==> config.mk <==
export PLATFORM = sky130hd
export DESIGN_NAME = riscv_tpr_writer_flat
export DESIGN_NICKNAME = d
export VERILOG_FILES = /design/src/rtl/riscv_defines.sv /design/src/rtl/riscv_tpr_writer_if.sv /design/src/rtl/riscv_tpr_legalize.sv /design/src/rtl/riscv_tpr_writer.sv /design/src/flat_wrapper.sv
export SDC_FILE = /design/constraint.sdc
export NUM_CORES = 1
export LEC_CHECK = 0
export CAP_MARGIN = 40
export CORE_UTILIZATION = 46
export CTS_BUF_LIST = sky130_fd_sc_hd__clkbuf_2
export DETAILED_ROUTE_END_ITERATION = 6
export GPL_ROUTABILITY_DRIVEN = 0
export PLACE_DENSITY = 0.93
export SETUP_SLACK_MARGIN = 0.1
export SLEW_MARGIN = 20
export SYNTH_ARGS = -nofsm -noshare
export SYNTH_HDL_FRONTEND = slang
export SYNTH_SLANG_ARGS = --single-unit
==> constraint.sdc <==
create_clock -name clk -period 1.9 [get_ports clk]
set_input_delay 0.38 -clock clk [delete_from_list [all_inputs] [get_ports clk]]
set_output_delay 0.38 -clock clk [all_outputs]
set_load 0.01 [all_outputs]
==> src/rtl/riscv_defines.sv <==
// Shared TPR definitions: field layout, mode encodings, op/state enums and the raw-update helper.
// Bit 31 (LOCK) is only meaningful when TPR_LOCK_EN is defined.
package riscv_defines;

  localparam int ALU_MODE_WIDTH = 2;

  localparam logic [ALU_MODE_WIDTH-1:0] ALU_MODE_OLD  = 2'b00;
  localparam logic [ALU_MODE_WIDTH-1:0] ALU_MODE_NEW  = 2'b01;
  localparam logic [ALU_MODE_WIDTH-1:0] ALU_MODE_MIX  = 2'b10;
  localparam logic [ALU_MODE_WIDTH-1:0] ALU_MODE_RSVD = 2'b11;

  localparam int LOGICAL_LOW     = 0;
  localparam int LOGICAL_HIGH    = 1;
  localparam int COMPARISON_LOW  = 2;
  localparam int COMPARISON_HIGH = 3;
  localparam int SHIFT_LOW       = 4;
  localparam int SHIFT_HIGH      = 5;
  localparam int INTEGER_LOW     = 6;
  localparam int INTEGER_HIGH    = 7;
  localparam int LOADSTORE_LOW   = 8;
  localparam int LOADSTORE_HIGH  = 9;
  localparam int BRANCH_LOW      = 10;
  localparam int BRANCH_HIGH     = 11;
  localparam int JUMP_LOW        = 12;
  localparam int JUMP_HIGH       = 13;
  localparam int TPR_LOCK_BIT    = 31;

  typedef enum logic [1:0] {
    TPR_OP_WRITE = 2'b00,
    TPR_OP_SET   = 2'b01,
    TPR_OP_CLEAR = 2'b10,
    TPR_OP_NONE  = 2'b11
  } tpr_op_e;

  typedef enum logic [1:0] {
    TPR_IDLE   = 2'b00,
    TPR_DRAIN  = 2'b01,
    TPR_COMMIT = 2'b10
  } tpr_state_e;

  // Unlegalized result of a CSR op against the committed value.
  function automatic logic [31:0] tpr_raw(input tpr_op_e op, input logic [31:0] cur,
                                          input logic [31:0] wdata);
    case (op)
      TPR_OP_WRITE: tpr_raw = wdata;
      TPR_OP_SET:   tpr_raw = cur | wdata;
      TPR_OP_CLEAR: tpr_raw = cur & ~wdata;
      default:      tpr_raw = cur;
    endcase
  endfunction

  // A reserved mode encoding keeps the field at its committed value.
  function automatic logic [ALU_MODE_WIDTH-1:0] tpr_field_pick(
      input logic [ALU_MODE_WIDTH-1:0] raw, input logic [ALU_MODE_WIDTH-1:0] cur);
    tpr_field_pick = (raw == ALU_MODE_RSVD) ? cur : raw;
  endfunction

endpackage

==> src/rtl/riscv_tpr_writer_if.sv <==
// CSR request/grant handshake into the TPR writer; master is the CSR requester.
interface riscv_tpr_writer_if;
  import riscv_defines::*;

  logic        csr_req_i;
  logic        csr_gnt_o;
  tpr_op_e     csr_op_i;
  logic [31:0] csr_wdata_i;

  modport master (output csr_req_i, output csr_op_i, output csr_wdata_i, input csr_gnt_o);
  modport slave  (input csr_req_i, input csr_op_i, input csr_wdata_i, output csr_gnt_o);

endinterface

==> src/rtl/riscv_tpr_legalize.sv <==
// Combinational WARL filter from a raw TPR value to the legal value, given the committed value.
// LOCK (bit 31) passes through only when TPR_LOCK_EN is defined.
module riscv_tpr_legalize
  import riscv_defines::*;
(
  input  logic [31:0] raw,
  input  logic [31:0] cur,
  output logic [31:0] legal
);

  always_comb begin
    legal = '0;
    legal[LOGICAL_HIGH:LOGICAL_LOW] =
      tpr_field_pick(raw[LOGICAL_HIGH:LOGICAL_LOW], cur[LOGICAL_HIGH:LOGICAL_LOW]);
    legal[COMPARISON_HIGH:COMPARISON_LOW] =
      tpr_field_pick(raw[COMPARISON_HIGH:COMPARISON_LOW], cur[COMPARISON_HIGH:COMPARISON_LOW]);
    legal[SHIFT_HIGH:SHIFT_LOW] =
      tpr_field_pick(raw[SHIFT_HIGH:SHIFT_LOW], cur[SHIFT_HIGH:SHIFT_LOW]);
    legal[INTEGER_HIGH:INTEGER_LOW] =
      tpr_field_pick(raw[INTEGER_HIGH:INTEGER_LOW], cur[INTEGER_HIGH:INTEGER_LOW]);
    legal[LOADSTORE_HIGH:LOADSTORE_LOW] =
      tpr_field_pick(raw[LOADSTORE_HIGH:LOADSTORE_LOW], cur[LOADSTORE_HIGH:LOADSTORE_LOW]);
    legal[BRANCH_HIGH:BRANCH_LOW] =
      tpr_field_pick(raw[BRANCH_HIGH:BRANCH_LOW], cur[BRANCH_HIGH:BRANCH_LOW]);
    legal[JUMP_HIGH:JUMP_LOW] =
      tpr_field_pick(raw[JUMP_HIGH:JUMP_LOW], cur[JUMP_HIGH:JUMP_LOW]);
`ifdef TPR_LOCK_EN
    legal[TPR_LOCK_BIT] = raw[TPR_LOCK_BIT];
`endif
  end

  // Reserved raw/current bits are dropped on purpose.
  logic unused_rsvd;
`ifdef TPR_LOCK_EN
  assign unused_rsvd = ^{raw[30:14], cur[31:14]};
`else
  assign unused_rsvd = ^{raw[31:14], cur[31:14]};
`endif

endmodule

==> src/rtl/riscv_tpr_writer.sv <==
// TPR write side: grants CSR updates, drains EX, then commits the legalized value to tpr_o.
// Optional TPR_LOCK_EN: bit 31 locks the TPR until reset.
//
// state      | meaning
// TPR_IDLE   | accepting requests; grant follows csr_req_i
// TPR_DRAIN  | update pending, ID stalled, waiting for EX to go idle
// TPR_COMMIT | pending value written to tpr_o, commit_o pulsed
module riscv_tpr_writer
  import riscv_defines::*;
#(
  parameter logic [31:0] RESET_VALUE = 32'h0000_0000,
  parameter int          DRAIN_MAX   = 15
) (
  input  logic               clk,
  input  logic               rst,
  riscv_tpr_writer_if.slave  csr,
  input  logic               ex_busy_i,
  output logic               stall_id_o,
  output logic               commit_o,
  output logic               drain_timeout_o,
  output logic [31:0]        tpr_o
);

  localparam int               CNT_W   = $clog2(DRAIN_MAX + 1);
  localparam logic [CNT_W-1:0] CNT_MAX = CNT_W'(DRAIN_MAX);

  tpr_state_e       state;
  logic [31:0]      pending;
  logic [31:0]      raw;
  logic [31:0]      legal;
  logic [CNT_W-1:0] drain_cnt;
  logic             locked;
  logic             accept;

  assign raw = tpr_raw(csr.csr_op_i, tpr_o, csr.csr_wdata_i);

  riscv_tpr_legalize u_legalize (
    .raw   (raw),
    .cur   (tpr_o),
    .legal (legal)
  );

`ifdef TPR_LOCK_EN
  assign locked = tpr_o[TPR_LOCK_BIT];
`else
  assign locked = 1'b0;
`endif

  assign csr.csr_gnt_o = csr.csr_req_i && (state == TPR_IDLE) && !rst;
  // Op 11 and locked requests are granted but never leave IDLE.
  assign accept = csr.csr_gnt_o && (csr.csr_op_i != TPR_OP_NONE) && !locked;

  always_ff @(posedge clk) begin
    if (rst) begin
      state           <= TPR_IDLE;
      tpr_o           <= RESET_VALUE;
      pending         <= RESET_VALUE;
      drain_cnt       <= '0;
      stall_id_o      <= 1'b0;
      commit_o        <= 1'b0;
      drain_timeout_o <= 1'b0;
    end else begin
      case (state)
        TPR_IDLE: begin
          commit_o <= 1'b0;
          if (accept) begin
            pending    <= legal;
            drain_cnt  <= '0;
            stall_id_o <= 1'b1;
            state      <= TPR_DRAIN;
          end
        end
        TPR_DRAIN: begin
          if (drain_cnt != CNT_MAX) begin
            drain_cnt <= drain_cnt + 1'b1;
          end
          if (!ex_busy_i) begin
            commit_o <= 1'b1;
            state    <= TPR_COMMIT;
          end else if (drain_cnt == CNT_MAX - 1'b1) begin
            drain_timeout_o <= 1'b1;
          end
        end
        TPR_COMMIT: begin
          tpr_o           <= pending;
          commit_o        <= 1'b0;
          stall_id_o      <= 1'b0;
          drain_cnt       <= '0;
          drain_timeout_o <= 1'b0;
          state           <= TPR_IDLE;
        end
        default: begin
          commit_o   <= 1'b0;
          stall_id_o <= 1'b0;
          state      <= TPR_IDLE;
        end
      endcase
    end
  end

endmodule

==> src/flat_wrapper.sv <==
// flat-port wrapper written by rule: the top's interface ports become plain ports
module riscv_tpr_writer_flat import riscv_defines::*;
#(
  parameter logic [31:0] RESET_VALUE = 32'h0000_0000,
  parameter int          DRAIN_MAX   = 15
)
  (clk, rst, ex_busy_i, stall_id_o, commit_o, drain_timeout_o, tpr_o, csr_csr_req_i, csr_csr_op_i, csr_csr_wdata_i, csr_csr_gnt_o);
  riscv_tpr_writer_if csr_i ();
  input  logic clk;
  input  logic rst;
  input  logic ex_busy_i;
  output logic stall_id_o;
  output logic commit_o;
  output logic drain_timeout_o;
  output logic [31:0] tpr_o;
  input wire logic [$bits(csr_i.csr_req_i)-1:0] csr_csr_req_i;
  input wire logic [$bits(csr_i.csr_op_i)-1:0] csr_csr_op_i;
  input wire logic [$bits(csr_i.csr_wdata_i)-1:0] csr_csr_wdata_i;
  output wire logic [$bits(csr_i.csr_gnt_o)-1:0] csr_csr_gnt_o;
  assign csr_i.csr_req_i = csr_csr_req_i;
  assign csr_i.csr_op_i = csr_csr_op_i;
  assign csr_i.csr_wdata_i = csr_csr_wdata_i;
  assign csr_csr_gnt_o = csr_i.csr_gnt_o;
  riscv_tpr_writer #(.RESET_VALUE(RESET_VALUE), .DRAIN_MAX(DRAIN_MAX)) u_core (.clk(clk), .rst(rst), .csr(csr_i), .ex_busy_i(ex_busy_i), .stall_id_o(stall_id_o), .commit_o(commit_o), .drain_timeout_o(drain_timeout_o), .tpr_o(tpr_o));
endmodule
==> flow_metrics.tcl, run 1 <==
set metrics [dict create \
    n_fill_cell 368 \
    rsz0062_at_grt "yes" \
    critPathKind "input port to primary output" \
    synth_top_area_share_pct 36.3 \
    max_clock_freq_ghz 0.569 \
    grt_pass1_vias 1679 \
    ant_nets 0 \
    seqPwrFrac_pct 58.2 \
    initial_core_util_pct 49.6 \
    nets 336 \
    min_path_cells 2 \
    p_total_uw 1400 \
    synth_ff_type "dfxtp_1" \
    ios 74 \
    drc_errors 0 \
    worst_ep_required_time_ns 1.52 \
    cts.path.max_buffers 2 \
    yosysTopAreaCell "dfxtp_1" \
    first_iter_violations 80 \
    grt_start_max_net_pins 39 \
    cts_tree "yes" \
    hp-class "register to register" \
    routed_via_density 5.33 \
    slew_headroom_pct 62.8 \
    portBuffers 37 \
    peakVddDrop_v 0.000277 \
    clock_sinks 37 \
    critical_path.startpoint_type "input port" \
    fp-row-count 23 \
    cts-root-buf "clkbuf_2" \
    hold_ws_ns 0.458 \
    dp.cells 339 \
    ys_warn_count 0 \
    clock_latency_ns 0.38 \
    clock_skew_ns 0.0108 \
    status "finished clean" \
    wire_per_inst_microns 12.8 \
    postPlaceCellArea_sq_um 2430 \
    gr-total-overflow 0 \
    p_clk_share_pct 24.2 \
    dpl.hpwl_microns 3100 \
    grt_usage_pct 21.0 \
    holdBufCountCts 0 \
    synthDistinctLibCells 30 \
    syn-mean-instance-area_sq_um 8.00 \
    synth_cells 255 \
    grt_pass1_wl_microns 7320 \
    cp.arrival_ns 1.38 \
    switching_power_uw 394 \
    die_height_microns 68.6 \
    switching_share_pct 28.1 \
    combPwrFrac_pct 17.6 \
    yosysSeqAreaShare_pct 36.3 \
    cp-end-kind "primary output" \
    cts_inserted_buffers 5 \
    core_area_sq_um 4120 \
    synth_area_sq_um 2040 \
    period_needed_ns 1.76 \
    antenna_found_initial 0 \
    drive_gt1_share_pct 16.5 \
    p_int_uw 1010 \
    routed_wl_microns 4440 \
    max_cap_violations 0 \
    num_vias 1848 \
    async_reset_ff_share_pct 0 \
    diodes 0 \
    stdcell_count 347 \
    report.final.slew_viol_count 0 \
    h-tree-depth 2 \
    worst-r2r-cell-count 5 \
    ys_ff_latch 37 \
    design_area_sq_um 2490 \
    area.growth.synth_to_final_pct 22.1 \
    yosys-top-cells-area "dfxtp_1 36%, nor2b_1 9.5%, a21oi_1 7.9%, a311oi_2 7.4%, buf_4 7.0%" \
    setup_viol 0 \
    p_leak_uw 0.000858 \
    dr.pass1.iters 4 \
    crit_path_max_fanout 3 \
    tightest_slew_ns 0.558 \
    die_w_microns 68.6 \
    dieArea_sq_um 4700 \
    synth-edff-count 0 \
    powerDensity_nw_per_um2 564 \
    final-hold-violation-count 0 \
    finalCritPeriodShare_pct 92.5 \
    clkSlewWorstSetupHoldPaths_ns 0.18 \
]
## cell families (layout without fill, tap and decap cells)
kind of cell               after synthesis  after routing  share of synthesized area (%)
AOI/OAI and AO/OA                       85             85                           28.7
adders and majority gates                2              2                           1.23
buffers and inverters                   38             63                           11.3
DFF                                     37             37                           36.3
other                                    1             18                          0.184
and+or+nand+nor                         92             92                           22.3
## synth_stat cells, types with 2 or more instances
cell	instances
dfxtp_1	37
clkbuf_1	8
or3_1	2
nand2b_1	2
nand2_1	32
buf_4	19
o21ai_1	2
inv_1	3
nor3_1	3
a311oi_1	5
a21oi_1	32
ha_1	2
buf_2	7
o21ai_0	28
nor2b_1	31
and3_1	2
nor2_1	18
a311oi_2	10
## critical path, cell delays in order
cell and delay, ns:
clkdlybuf4s50_1 0.43, nand2b_4 0.18, nor3_1 0.13, clkdlybuf4s15_1 0.26
## worst paths after layout
kind              slack, ns                end         startpoint
hold / removal         0.46    u_core.tpr_o[6]  u_core.pending[6]
setup / recovery       0.14      csr_csr_gnt_o                rst
setup reg to reg       0.32  u_core.pending[3]    u_core.state[0]
hold reg to reg        0.46    u_core.tpr_o[6]  u_core.pending[6]
## cells in the final DEF (no fill, tap or decap)
cell,count
a31oi_1,1
clkinv_2,2
o32ai_1,1
a311oi_2,10
or3_1,2
nand2_1,32
buf_4,15
and3_1,2
o31ai_1,1
nor2_1,18
a41oi_1,1
conb_1,18
nand4_1,1
o21ai_1,2
dfxtp_4,1
clkdlybuf4s50_1,36
clkbuf_2,6
nand2b_4,1
a2111oi_4,1
dfxtp_1,23
o21ai_0,28
dfxtp_2,13
a21oi_1,32
inv_1,3
o31a_1,1
nor3_1,3
ha_1,2
nand2b_1,2
clkdlybuf4s15_1,1
a211oi_1,1
o22ai_1,1
a311oi_1,5
nor2b_1,31
## layout make-up
| cell class | instances | area [sq um] | area share (%) |
|---|---|---|---|
| repair buffers | 52 | 483 | 19.4 |
| well taps | 50 | 62.6 | 2.51 |
| clock inverters | 2 | 10.0 | 0.402 |
| inverters | 3 | 11.3 | 0.452 |
| flip-flops and latches | 37 | 761 | 30.6 |
| clock buffers | 6 | 30.0 | 1.21 |
| multi-input cells | 197 | 1130 | 45.5 |
## per-layer routing
metal | track usage (%) | share of wire, % | vias to the layer above
li1 | - | - | 935
met4 | 9.38 | 1.4 | 0
met2 | 37.5 | 51 | 49
met5 | 0 | 0 | -
met3 | 4.44 | 3.9 | 6
met1 | 23.9 | 44 | 858
## power groups by stage
stage	registers (uW)	logic (uW)	clock network, uW
floorplan	832	179	0
global route	821	276	385
finish	816	247	340
CTS	818	246	356
detailed placement	834	245	0
global placement	833	237	0
## metrics by stage
stage / TNS [ns] / setup WS [ns] / util (%)
after global routing: 0 / 0.102 / 60.5
after detailed placement: -1.48 / -0.167 / 59.0
after floorplan: 0 / 0.472 / -
final: 0 / 0.142 / 60.5
after CTS: 0 / 0.102 / 60.0
after global placement: -0.908 / -0.139 / 59.0
## flip-flops by register name, summed over array words and instances, names as in the netlist
name,count
u_core.pending,14
u_core.tpr_o,14
u_core.drain_cnt,4
u_core.state,2
u_core.commit_o,1
u_core.drain_timeout_o,1
u_core.stall_id_o,1
## timing repair
action / 4_1_cts / 5_1_grt
setup endpoints to repair: 2 / 14
resized for setup: 2 / 15
setup buffers: 0 / 0
Power figures use the tool's default switching activity.
==> inputs of run 2 (changes only) <==
Settings changed: CTS_BUF_LIST sky130_fd_sc_hd__clkbuf_2 to sky130_fd_sc_hd__clkbuf_4, PLACE_DENSITY 0.93 to 0.78.
==> flow_metrics.tcl, run 2 (synthesis results as in run 1) <==
set metrics [dict create \
    powerDensity_nw_per_um2 571 \
    critical_path.startpoint_type "input port" \
    dp.cells 340 \
    initial_core_util_pct 49.6 \
    core_area_sq_um 4120 \
    layout_commonest_cell "dfxtp_1" \
    antenna_found_initial 0 \
    final_cell_mix "37 x dfxtp_1, 36 x clkdlybuf4s50_1, 32 x nand2_1, 32 x a21oi_1, 31 x nor2b_1" \
    h-tree-depth 2 \
    gr-total-overflow 0 \
    finalCritPeriodShare_pct 91.8 \
    max_cap_violations 0 \
    grt_start_max_net_pins 39 \
    report.final.slew_viol_count 0 \
    area.growth.synth_to_final_pct 23.4 \
    cts_tree "yes" \
    dr.pass1.iters 4 \
    p_leak_uw 0.000863 \
    grt_pass1_wl_microns 6540 \
    final-hold-violation-count 0 \
    reg_top3 "u_core.pending: 14 flops, u_core.tpr_o: 14 flops, u_core.drain_cnt: 4 flops" \
    grt_usage_pct 19.1 \
    hp-class "register to register" \
    ios 74 \
    grt_pass1_vias 1519 \
    cts_inserted_buffers 5 \
    wire_per_inst_microns 11.6 \
    cp.arrival_ns 1.36 \
    dpl.hpwl_microns 2780 \
    critPathKind "input port to primary output" \
    post_cts_buffers 0 \
    worst_ep_required_time_ns 1.52 \
    drive_gt1_share_pct 11.5 \
    portBuffers 37 \
    fp-row-count 23 \
    ant_nets 0 \
    num_vias 1821 \
    cp-end-kind "primary output" \
    finalCoreUtilization_pct 61.1 \
    rsz0062_at_grt "no" \
    dieArea_sq_um 4700 \
    clock_sinks 37 \
    first_iter_violations 41 \
    p_total_uw 1440 \
    die_height_microns 68.6 \
    cts.path.max_buffers 2 \
    clkSlewWorstSetupHoldPaths_ns 0.10 \
    tns_ns 0 \
    peakVddDrop_v 0.000207 \
    routed_via_density 5.26 \
    routed_wl_microns 4030 \
    crit_path_max_fanout 3 \
    drc_errors 0 \
    nets 337 \
    clock_latency_ns 0.34 \
    period_needed_ns 1.74 \
    max_clock_freq_ghz 0.573 \
    status "finished clean" \
    cts-root-buf "clkbuf_4" \
    stdcell_count 346 \
    diodes 0 \
    die_w_microns 68.6 \
    setup_viol 0 \
    clock_skew_ns 0.0119 \
]
[run 2: cell count changes in the layout (fill, tap and decap cells not counted), sizes merged]
cell,before,now
clkbuf,6,5
clkinv,2,1
clkdlybuf4s15,1,0
buf,15,16
dlygate4sd2,0,1
[run 2: worst paths after layout]
kind / from / slack [ns] / depth (start not counted) / to
setup / recovery: rst / 0.16 / 4 / csr_csr_gnt_o
hold / removal: u_core.pending[7] / 0.45 / 2 / u_core.tpr_o[7]
setup reg to reg: u_core.state[0] / 0.53 / 4 / u_core.drain_cnt[3]
hold reg to reg: u_core.pending[7] / 0.45 / 2 / u_core.tpr_o[7]
[run 2: repair_timing]
action,4_1_cts,5_1_grt
hold buffers,0,0
setup endpoints to repair,1,0
gates resized for setup,1,0
[run 2: critical path, cell delays in order]
cell and delay [ns]:
clkdlybuf4s50_1 0.42, nand2b_4 0.17, nor3_1 0.11, dlygate4sd2_1 0.28
[run 2: stage by stage]
| step | worst slack, ns | area, sq um | hold slack (ns) |
|---|---|---|---|
| 6_report | 0.156 | 2520 | 0.454 |
| 5_1_grt | 0.113 | 2520 | 0.476 |
| 4_1_cts | 0.139 | 2520 | 0.459 |
| 3_5_place_dp | -0.148 | 2470 | 0.448 |
| 3_3_place_gp | -0.150 | 2470 | 0.436 |
| 2_1_floorplan | 0.472 | 2100 | 0.432 |
[run 2: where the power goes]
group	internal [uW]	switching, uW
clock	128	239
sequential	801	15.5
combinational	126	126
[run 2: per-layer routing]
metal  track usage [%]  routed length [microns]  vias to the layer above  share of wire (%)
met5                 0                        0                        -                  0
met4              8.59                       72                        0                1.8
met3              5.10                      212                        8                5.3
met2              31.3                     1960                       50                 49
met1              23.1                     1780                      832                 44
li1                  -                        -                      931                  -
[run 2: cell type report]
type,instances,area [sq um]
clock buffers,5,37.5
clock inverters,1,5.00
fillers,364,1600
inverters,3,11.3
multi-input cells,197,1130
flip-flops and latches,37,741
well taps,50,62.6
repair buffers,53,527
==> inputs of run 3 (changes only) <==
--- a/config.mk
+++ b/config.mk
@@ -7,3 +7,3 @@
 export LEC_CHECK = 0
-export CAP_MARGIN = 40
+export CAP_MARGIN = 20
 export CORE_UTILIZATION = 46
==> constraint.sdc (replaced) <==
create_clock -name clk -period 1.7 [get_ports clk]
set_input_delay 0.255 -clock clk [delete_from_list [all_inputs] [get_ports clk]]
set_output_delay 0.255 -clock clk [all_outputs]
set_load 0.01 [all_outputs]
==> flow_metrics.tcl, run 3 (synthesis results as in run 1) <==
set metrics [dict create \
    status "finished clean" \
    finalCoreUtilization_pct 61.6 \
    cts.path.max_buffers 2 \
    holdBufCountCts 0 \
    clock_sinks 37 \
    clock_skew_ns 0.00904 \
    diodes 0 \
    dpl.hpwl_microns 2920 \
    seqPwrFrac_pct 50.4 \
    post_cts_buffers 0 \
    crit_path_max_fanout 3 \
    cp-end-kind "primary output" \
    hold_ws_ns 0.455 \
    combPwrFrac_pct 15.0 \
    first_iter_violations 101 \
    critical_path.startpoint_type "input port" \
    fp-row-count 23 \
    clkSlewWorstSetupHoldPaths_ns 0.11 \
    gr-total-overflow 0 \
    dr.pass1.iters 4 \
    grt_pass1_vias 1589 \
    ios 74 \
    ant_nets 0 \
    powerDensity_nw_per_um2 716 \
    initial_core_util_pct 49.6 \
    reg_top3 "u_core.pending: 14 flops, u_core.tpr_o: 14 flops, u_core.drain_cnt: 4 flops" \
    max_cap_violations 0 \
    drive_gt1_share_pct 16.2 \
    layout_commonest_cell "clkdlybuf4s50_1" \
    cts_inserted_buffers 5 \
    tns_ns 0 \
    hp-class "register to register" \
    fin_ws_ns 0.165 \
    cts-root-buf "clkbuf_4" \
    area.growth.synth_to_final_pct 24.4 \
    period_needed_ns 1.53 \
    die_height_microns 68.6 \
    wire_per_inst_microns 12.4 \
    final_cell_mix "34 x clkdlybuf4s50_1, 32 x nand2_1, 32 x a21oi_1, 31 x nor2b_1, 28 x o21ai_0" \
    h-tree-depth 2 \
    grt_usage_pct 19.8 \
    portBuffers 37 \
    multiInputGateArea_sq_um 1130 \
    setup_viol 0 \
    p_clk_share_pct 34.6 \
    routed_via_density 5.30 \
    num_vias 1834 \
    grt_pass1_wl_microns 6850 \
    finalCritPeriodShare_pct 90.3 \
    core_area_sq_um 4120 \
    peakVddDrop_v 0.000323 \
    grt_start_max_net_pins 39 \
    switching_share_pct 25.4 \
    drc_errors 0 \
    p_int_uw 1350 \
    rsz0062_at_grt "no" \
    report.final.slew_viol_count 0 \
    final-hold-violation-count 0 \
    critPathKind "input port to primary output" \
    dieArea_sq_um 4700 \
    pre_cts_ws_ns -0.202 \
    antenna_found_initial 0 \
    switching_power_uw 461 \
    cp.arrival_ns 1.28 \
    nets 335 \
    die_w_microns 68.6 \
    max_clock_freq_ghz 0.652 \
    clock_latency_ns 0.35 \
    routed_wl_microns 4290 \
    final-seq-area_sq_um 758 \
    p_leak_uw 0.000893 \
    n_fill_cell 366 \
    worst_ep_required_time_ns 1.44 \
    cts_tree "yes" \
]
==> run 3: final cells by class <==
class                           instances  area share (%)
Multi-Input combinational cell        197            44.6
Sequential cell                        37            29.9
Timing Repair Buffer                   51            19.2
Tap cell                               50            2.47
Clock buffer                            6            1.78
Clock inverter                          2            1.53
Inverter                                3           0.444
==> run 3: layer usage <==
metal  wire length [microns]  track usage, %  up-vias  share of wire (%)
met5                       0               0        -                  0
met4                     108            11.2        0                2.5
met3                     182            4.11       10                4.2
met2                    2030            33.3       57                 47
met1                    1970            23.2      835                 46
li1                        -               -      932                  -
==> run 3: metrics by stage <==
step           area [sq um]  instances  total power, uW
3_3_place_gp           2430        338             1200
5_1_grt                2540        346             1910
6_report               2540        346             1820
2_1_floorplan          2100        272             1130
3_5_place_dp           2430        338             1210
4_1_cts                2520        346             1840
==> run 3: what timing repair did <==
item | in CTS | in global routing
endpoints found under the setup margin | 4 | 13
hold endpoints to repair | 0 | 0
pin swaps | 0 | 1
gates resized for setup | 5 | 12
cloned | 0 | 0
==> run 3: worst paths after layout <==
| check | cells past startpoint | end | slack (ns) | start |
|---|---|---|---|---|
| setup / recovery | 4 | csr_csr_gnt_o | 0.17 | rst |
| hold reg to reg | 2 | u_core.tpr_o[12] | 0.46 | u_core.pending[12] |
| hold / removal | 2 | u_core.tpr_o[12] | 0.46 | u_core.pending[12] |
| setup reg to reg | 4 | u_core.pending[7] | 0.28 | u_core.state[1] |
==> run 3: worst max-delay path, cell delays in order <==
cell and delay, ns:
clkdlybuf4s50_1 0.43, nand2b_4 0.17, nor3_1 0.14, dlygate4sd2_1 0.29
==> run 3: power groups by stage <==
stage / combinational (uW) / sequential (uW) / clock, uW
4_1_cts: 272 / 916 / 654
3_3_place_gp: 266 / 934 / 0
5_1_grt: 303 / 919 / 686
2_1_floorplan: 200 / 930 / 0
6_report: 272 / 916 / 628
3_5_place_dp: 272 / 934 / 0
